<file path="config.mk">
export PLATFORM = sky130hd
export DESIGN_NAME = uart_tx_arbiter
export DESIGN_NICKNAME = d
export VERILOG_FILES = /design/src/rtl/uart_tx_arb_pkg.sv /design/src/rtl/uart_tx_arbiter_rr_pick.sv /design/src/rtl/uart_tx_arbiter.sv
export SDC_FILE = /design/constraint.sdc
export NUM_CORES = 1
export LEC_CHECK = 0
export BUFFER_PORTS_ARGS = -buffer_cell sky130_fd_sc_hd__buf_2
export CORE_ASPECT_RATIO = 0.5
export CORE_MARGIN = 1.5
export CORE_UTILIZATION = 49
export CTS_BUF_LIST = sky130_fd_sc_hd__clkbuf_4 sky130_fd_sc_hd__clkbuf_8
export DETAILED_ROUTE_END_ITERATION = 7
export GPL_TIMING_DRIVEN = 0
export HOLD_SLACK_MARGIN = 0.08
export PLACE_DENSITY = 0.77
export SLEW_MARGIN = 20
export SYNTH_ARGS = -nofsm -noshare
export SYNTH_HDL_FRONTEND = slang
export SYNTH_HIERARCHICAL = 1
export SYNTH_SLANG_ARGS = --single-unit
</file>
<file path="constraint.sdc">
create_clock -name CLK -period 1.71 [get_ports CLK]
set_input_delay 0.342 -clock CLK [delete_from_list [all_inputs] [get_ports CLK]]
set_output_delay 0.342 -clock CLK [all_outputs]
set_load 0.01 [all_outputs]
</file>
<file path="src/rtl/uart_tx_arb_pkg.sv">
// uart_tx_arb_pkg: shared types and constants for the UART TX arbiter.
//   state_t  - arbiter FSM state encoding
//   CH_TAG   - upper nibble of the per-grant channel tag byte
//   clog2w() - index/counter width helper, never returns less than 1
package uart_tx_arb_pkg;

  typedef enum logic [2:0] {
    IDLE  = 3'd0,
    HDR   = 3'd1,
    RD    = 3'd2,
    LATCH = 3'd3,
    TX    = 3'd4,
    NEXT  = 3'd5
  } state_t;

  localparam logic [7:0] CH_TAG = 8'hA0;

  function automatic int clog2w(input int n);
    return (n <= 2) ? 1 : $clog2(n);
  endfunction

endpackage

</file>
<file path="src/rtl/uart_tx_arbiter_rr_pick.sv">
// rr_pick: combinational round-robin priority picker.
//   req     - request vector, one bit per channel
//   ptr     - channel with highest priority this round
//   winner  - first requesting channel scanning upward from ptr (wraps)
//   any_req - at least one request present
module rr_pick
  import uart_tx_arb_pkg::*;
#(
  parameter int NUM_CH = 4
) (
  input  logic [NUM_CH-1:0]         req,
  input  logic [clog2w(NUM_CH)-1:0] ptr,
  output logic [clog2w(NUM_CH)-1:0] winner,
  output logic                      any_req
);

  localparam int W = clog2w(NUM_CH);

  // Scan from the farthest offset down so the nearest requester wins.
  always_comb begin
    winner  = '0;
    any_req = 1'b0;
    for (int i = NUM_CH - 1; i >= 0; i--) begin
      if (req[(int'(ptr) + i) % NUM_CH]) begin
        winner  = W'((int'(ptr) + i) % NUM_CH);
        any_req = 1'b1;
      end
    end
  end

endmodule

</file>
<file path="src/rtl/uart_tx_arbiter.sv">
// uart_tx_arbiter: shares one UART transmitter among NUM_CH byte FIFOs.
// Performs the FIFO read for the granted channel, holds the byte on TX_Data
// and keeps TX_En_Sig high until TX_Done_Sig, up to MAX_BURST bytes per grant.
//
// Ports:
//   CLK, RST        - clock, synchronous active-high reset
//   Ch_En           - per-channel arbitration enable
//   Empty_Sig       - per-channel FIFO empty flag
//   FIFO_Read_Data  - channel n byte on [8n+7:8n], valid the cycle after Read_Req_Sig
//   Read_Req_Sig    - one-hot single-cycle FIFO read pulse
//   TX_Done_Sig     - frame-complete pulse from the UART
//   TX_Data         - byte to transmit
//   TX_En_Sig       - transmit request level
//   Grant_Ch        - current / last granted channel
//   Busy_Sig        - high whenever not idle
//
// Build option: UART_TX_ARB_CH_TAG_EN sends a tag byte (CH_TAG | channel)
// at the start of every grant so the receiver can demultiplex.
//
// state | meaning
// IDLE  | waiting for a requester, picks the round-robin winner
// HDR   | sending the channel tag byte (tag build only)
// RD    | read pulse to the granted FIFO is on the bus
// LATCH | FIFO data valid, capture into TX_Data
// TX    | TX_En_Sig high, waiting for TX_Done_Sig
// NEXT  | continue the burst or hand off to the next channel
module uart_tx_arbiter
  import uart_tx_arb_pkg::*;
#(
  parameter int NUM_CH    = 4,
  parameter int MAX_BURST = 4
) (
  input  logic                        CLK,
  input  logic                        RST,
  input  logic [NUM_CH-1:0]           Ch_En,
  input  logic [NUM_CH-1:0]           Empty_Sig,
  input  logic [NUM_CH*8-1:0]         FIFO_Read_Data,
  output logic [NUM_CH-1:0]           Read_Req_Sig,
  input  logic                        TX_Done_Sig,
  output logic [7:0]                  TX_Data,
  output logic                        TX_En_Sig,
  output logic [clog2w(NUM_CH)-1:0]   Grant_Ch,
  output logic                        Busy_Sig
);

  localparam int W  = clog2w(NUM_CH);
  localparam int BW = clog2w(MAX_BURST + 1);

  state_t              state;
  logic [W-1:0]        rr_ptr;
  logic [BW-1:0]       burst_cnt;
  logic [NUM_CH-1:0]   req;
  logic [W-1:0]        winner;
  logic                any_req;

  assign req = Ch_En & ~Empty_Sig;

  rr_pick #(.NUM_CH(NUM_CH)) u_rr_pick (
    .req     (req),
    .ptr     (rr_ptr),
    .winner  (winner),
    .any_req (any_req)
  );

  always_ff @(posedge CLK) begin
    if (RST) begin
      state        <= IDLE;
      rr_ptr       <= '0;
      burst_cnt    <= '0;
      Read_Req_Sig <= '0;
      TX_Data      <= 8'h00;
      TX_En_Sig    <= 1'b0;
      Grant_Ch     <= '0;
      Busy_Sig     <= 1'b0;
    end else begin
      Read_Req_Sig <= '0;
      case (state)
        IDLE: begin
          if (any_req) begin
            Grant_Ch  <= winner;
            burst_cnt <= '0;
            Busy_Sig  <= 1'b1;
`ifdef UART_TX_ARB_CH_TAG_EN
            TX_Data   <= CH_TAG | 8'(winner);
            TX_En_Sig <= 1'b1;
            state     <= HDR;
`else
            Read_Req_Sig <= NUM_CH'(1) << winner;
            state        <= RD;
`endif
          end
        end
`ifdef UART_TX_ARB_CH_TAG_EN
        HDR: begin
          if (TX_Done_Sig) begin
            TX_En_Sig    <= 1'b0;
            Read_Req_Sig <= NUM_CH'(1) << Grant_Ch;
            state        <= RD;
          end
        end
`endif
        RD: state <= LATCH;
        LATCH: begin
          TX_Data   <= FIFO_Read_Data[{Grant_Ch, 3'b000} +: 8];
          TX_En_Sig <= 1'b1;
          state     <= TX;
        end
        TX: begin
          if (TX_Done_Sig) begin
            TX_En_Sig <= 1'b0;
            burst_cnt <= burst_cnt + BW'(1);
            state     <= NEXT;
          end
        end
        NEXT: begin
          if ((burst_cnt < BW'(MAX_BURST)) && req[Grant_Ch]) begin
            Read_Req_Sig <= NUM_CH'(1) << Grant_Ch;
            state        <= RD;
          end else begin
            rr_ptr   <= (Grant_Ch == W'(NUM_CH - 1)) ? '0 : Grant_Ch + W'(1);
            Busy_Sig <= 1'b0;
            state    <= IDLE;
          end
        end
        default: begin
          TX_En_Sig <= 1'b0;
          Busy_Sig  <= 1'b0;
          state     <= IDLE;
        end
      endcase
    end
  end

endmodule

</file>
# Word level (Yosys, flattened, before mapping)
# Index checks and enable logic that the tools add are counted.
# Widths: inputs -> output; s select.
# classes
shifts	3
eq_ne	8
add_sub_neg	5
muxes	37
reduce_logical	14
order_cmp	6
bitwise	8
# op_table
operator	count
$shiftx 32x6->8	1
$mux 1	15
$pmux 3 s5	1
$lt 3x4->1 const B	3
$mux 2	6
$mux 3	4
$bmux 1 s2	5
$mux 4	2
$pmux 4 s2	1
$reduce_and 2->1	4
$shl 1x2->4 const A	2
$eq 3x2->1 const B	2
$eq 3x3->1 const B	2
$lt 2x3->1 const B	2
$ne 2x2->1 const B	3
$pmux 1 s3	2
$pmux 3 s2	1
$reduce_and 3->1	2
$reduce_or 2->1	3
$reduce_or 3->1	2
$add 2x1->2 const B	2
$add 2x2->2 const B	2
$and 4x4->4	1
$not 4->4	1
other kinds (8)	12
# word_totals
in_bits	43
output_inout_bits	16
word_cells	89
reg_bits	24

# Depth between registers and ports, before layout
# logic_depth
depth_word	13
mapped_depth	7
ltp_nobuf	7

# Cells and area by module
# Netlist, hierarchy kept.
# by_module_without_submodules
mod	area_per_inst_um2	cells_each	seq_area_each_um2	n_inst
uart_tx_arbiter	1360.1	141	480.5	1
rr_pick	77.6	13	0.0	1

# Worst setup path before layout
# No wires, ideal clock.
# synth_timing
path_type	register -> register
start	reg Grant_Ch[0]
end	reg rr_ptr[1]
slack_ps	98
t_required_ps	1578
stages_incl_launch_ff	8
arrival_ps	1480
path_buffers	1
period_less_slack_ps	1612
cell_sequence	dfxtp_1 buf_2 inv_1 ha_1 nand2_1 nor3_1 a31oi_1 o311ai_1
# synth_between
elab_chain_len	5
# synth_rtl
item	line_no	rtl
start, declared	uart_tx_arbiter.sv:42	output logic [clog2w(NUM_CH)-1:0] Grant_Ch,
start signal, assigned	uart_tx_arbiter.sv:80	Grant_Ch <= winner;
$bmux 1 s2	uart_tx_arbiter.sv:116	if ((burst_cnt < BW'(MAX_BURST)) && req[Grant_Ch]) begin
$mux 1 (not written as such)	uart_tx_arbiter.sv:116	
$logic_and 1x1->1	uart_tx_arbiter.sv:116	
$not 1->1 (no line)	-	
$reduce_and 2->1 (no line)	-	
end signal, assigned	uart_tx_arbiter.sv:120	rr_ptr <= (Grant_Ch == W'(NUM_CH - 1)) ? '0 : Grant_Ch + W'(1);
end, declared	uart_tx_arbiter.sv:50	logic [W-1:0] rr_ptr;
# Parallel ways exist; a longest one is shown, timed or not. The select of a mux whose other input is x is not followed.
# A chain may end at the register's enable or synchronous reset.

# Final worst setup path
# layout_timing
start	in Empty_Sig[3]
end	reg Read_Req_Sig[3]
# layout_lines
item	line_no	rtl
start, declared	uart_tx_arbiter.sv:36	input logic [NUM_CH-1:0] Empty_Sig,
$not 4->4 *	uart_tx_arbiter.sv:56	assign req = Ch_En & ~Empty_Sig;
$and 4x4->4 *	uart_tx_arbiter.sv:56	
net req[3]	uart_tx_arbiter.sv:52	logic [NUM_CH-1:0] req;
$bmux 1 s2	uart_tx_arbiter_rr_pick.sv:24	if (req[(int'(ptr) + i) % NUM_CH]) begin
$mux 1 (not written as such) (2 in series)	uart_tx_arbiter_rr_pick.sv:24	
$mux 1 (3 in series)	uart_tx_arbiter_rr_pick.sv:24	
$mux 1 *	uart_tx_arbiter_rr_pick.sv:24	
net any_req	uart_tx_arbiter.sv:54	logic any_req;
$mux 4 *	uart_tx_arbiter.sv:79	if (any_req) begin
$pmux 4 s2 *	uart_tx_arbiter.sv:77	case (state)
end signal, assigned	uart_tx_arbiter.sv:88	Read_Req_Sig <= NUM_CH'(1) << winner;
end signal, assigned	uart_tx_arbiter.sv:117	Read_Req_Sig <= NUM_CH'(1) << Grant_Ch;
end, declared	uart_tx_arbiter.sv:38	output logic [NUM_CH-1:0] Read_Req_Sig,
# The timed path passes the listed nets; every way through them passes the cells marked *. The select of a mux whose other input is x is not followed.

==> impl_results.md <==
- ANT cells: 0
- Slew Viols, Final: 0
- Mapped cell area: 0.00144 mm^2
- Period utilisation layout: 88.8%
- Critical path arrival: 1.74 ns
- Mapped Cells: 154
- Syn Nets: 202
- Number of global-route vias before repair: 1099
- Die height: 41.3 um
- Later-pin clock latency in the skew report: 0.27 ns
- Final Skew: 0.00506 ns
- Lkg Pwr: 0.804 nW
- Hold WC Path Type: in2reg
- Seq/Total Area, Yosys: 33.4%
- Worst-path maximum fanout: 6
- Routed Antenna Nets: 0
- Leading cell type in the layout, fill and taps excluded: buf_2
- Clock buffer depth: 2
- Drt pass-1 iters: 4
- Total grt overflow: 0
- PD cells: 794 mW/mm^2
- Hold bufs inserted after CTS: 0
- Fraction of layout instances using a drive strength above 1: 39.8%
- CP Capture Type: flip-flop
- Startpoint types: input pin
- RSZ-0062 raised after global routing: no
- Synthesis warning total: 6
- Placement row count: 13
- Core footprint: 0.00268 mm^2
- Final Routed Wirelength: 3240 um
- #FFs+latches synth: 24
- Max Cap Viol: 0
- Global Route Usage Sum: 20.6%
- Crit path cell chain: buf_2 > nor2b_1 > nor2_1 > nand2_1 > nor4b_4 > nand3_1 > a2bb2o_4
- Die Wd: 79.6 um
- Global-route wire length before repair: 4890 um
- Status: finished clean
- Max IR drop VDD: 0.526 mV
- Setup_tns: 0 ns
- CTS Buf Count: 3
- Final HPWL DP: 2510 um
- Starting DRT DRC Count: 32
- Placer congestion estimate: 0.841
- Final setup vio count: 0
- # IOs: 59
- Max-slew headroom: 68.8%
- Avg WL per Cell: 12.8 um
- Leading cell types in the layout, fill and taps excluded: buf_2, nand2_1, dfxtp_1
- Clock-pin slew on the worst setup and hold paths: 0.08 ns
- Total Nets Final: 265
- Via count: 1336
- Area grow syn2layout: 29.6%
- Max Fclk: 658 MHz
- Number of cells after detailed placement: 249
- Syn Area/Cell: 9.34 um^2
- Die Area: 0.00329 mm^2
- DRC viols: 0
- DR vias/cell: 5.28
- Fin crit period: 1.52 ns
- Initial antenna violation count: 0
- CTS root buf: clkbuf_8
- CTS tree: yes
- Sinks on Clock Net: 24
- Fin cells: 253
- Initial core utilization: 53.6%
- CP max stage cell: nor4b_4
- CP max stage delay: 0.37 ns
- WS Path Type: in2reg
- Largest net degree at the start of global routing: 15
- CP required: 1.93 ns
- Worst slew pin tran: 0.468 ns
- Hold Violations, Final: 0
- H-tree Lvls: 1
- Port bufs: 58
- Post-synthesis cell type count: 41
-- cell type report --
class	count	area, um^2
Buffer	7	38.8
Clock buffer	3	41.3
Clock inverter	1	30.0
Fill cell	226	821
Inverter	5	18.8
Multi-Input combinational cell	118	916
Sequential cell	24	482
Tap cell	37	46.3
Timing Repair Buffer	58	290
-- final timing paths --
check	startpoint	end	slack [ns]	cells after the start
max	Empty_Sig[3]	Read_Req_Sig[3]	0.19	7
min	RST	Read_Req_Sig[2]	0.41	3
max reg2reg	Grant_Ch[0]	Read_Req_Sig[1]	0.19	3
min reg2reg	TX_Data[1]	TX_Data[1]	0.46	2
-- timing repair --
action	CTS	global route
resized for setup	1	5
buffers inserted	0	0
setup endpoints to repair	1	7
cloned	0	0
-- cell usage after synthesis (all sizes together) --
cell type | count | area (um^2)
mux2i | 2 | 20.0
nor2 | 15 | 56.3
mux2 | 1 | 11.3
mux4 | 9 | 203
a41oi | 1 | 8.76
a311oi | 1 | 8.76
dfxtp | 24 | 480
o2bb2ai | 1 | 8.76
nor3b | 1 | 7.51
nand2 | 28 | 105
o21ai | 4 | 20.0
nor4b | 3 | 47.5
a2bb2o | 1 | 20.0
a22o | 2 | 17.5
a211oi | 3 | 27.5
nand4 | 1 | 6.26
ha | 5 | 62.6
a2111oi | 1 | 15.0
xnor2 | 1 | 8.76
and4bb | 1 | 12.5
nor2b | 7 | 66.3
nand3 | 1 | 5.00
and2 | 1 | 6.26
nand3b | 1 | 7.51
nand2b | 3 | 18.8
o311ai | 1 | 8.76
and2b | 1 | 7.51
nor3 | 4 | 20.0
inv | 5 | 18.8
a31oi | 1 | 6.26
o21bai | 1 | 7.51
a22oi | 1 | 7.51
a21oi | 13 | 65.1
buf | 4 | 20.0
or2 | 1 | 6.26
clkbuf | 3 | 11.3
a21o | 1 | 7.51
-- power breakdown --
group	switching, mW	internal [mW]
Combinational	0.174	0.182
Sequential	0.0304	0.591
Clock	0.189	0.313
Total	0.393	1.09
-- per-layer routing --
layer	wire length (um)	up-vias	share of wire, %	GRT usage [%]
met5	0	-	0	0
met4	0	0	0	3.95
met2	1560	47	48	37.3
li1	-	676	-	-
met3	209	0	6.4	5.87
met1	1480	613	46	25.8
-- stage by stage --
step / area [um^2] / setup slack (ns) / power, mW / hold slack, ns / util, %
finish: 1860 / 0.191 / 1.48 / 0.411 / 69.4
global route: 1860 / 0.0384 / 1.56 / 0.445 / 69.4
CTS: 1850 / 0.0293 / 1.48 / 0.408 / 68.9
detailed placement: 1770 / -0.251 / 0.978 / 0.447 / 66.1
global placement: 1770 / -0.131 / 0.967 / 0.439 / 66.1
floorplan: 1440 / 0.0977 / 0.861 / 0.470 / -
-- registers in the layout, indices dropped and copies added, names as in the netlist --
signal,cells
TX_Data,8
burst_cnt,3
TX_En_Sig,1
Read_Req_Sig,4
rr_ptr,2
state,3
Grant_Ch,2
Busy_Sig,1
-- critical path, delay by kind of cell --
kind | cells | cell delay, ns
AOI/OAI and AO/OA | 1 | 0.22
buffers and inverters | 1 | 0.09
and+or+nand+nor | 5 | 1.08
-- logic make-up (layout without fill, tap and decap cells) --
family / count (synthesis) / after routing / synth area share [%]
buffers and inverters: 12 / 74 / 3.48
AOI/OAI and AO/OA: 32 / 32 / 15.9
xor gates and xnor gates: 1 / 1 / 0.609
DFF: 24 / 24 / 33.4
and+or+nand+nor: 68 / 68 / 25.9
adders and majority gates: 5 / 5 / 4.35
muxes: 12 / 12 / 16.3
No activity file was read; power rests on OpenSTA's default activity.
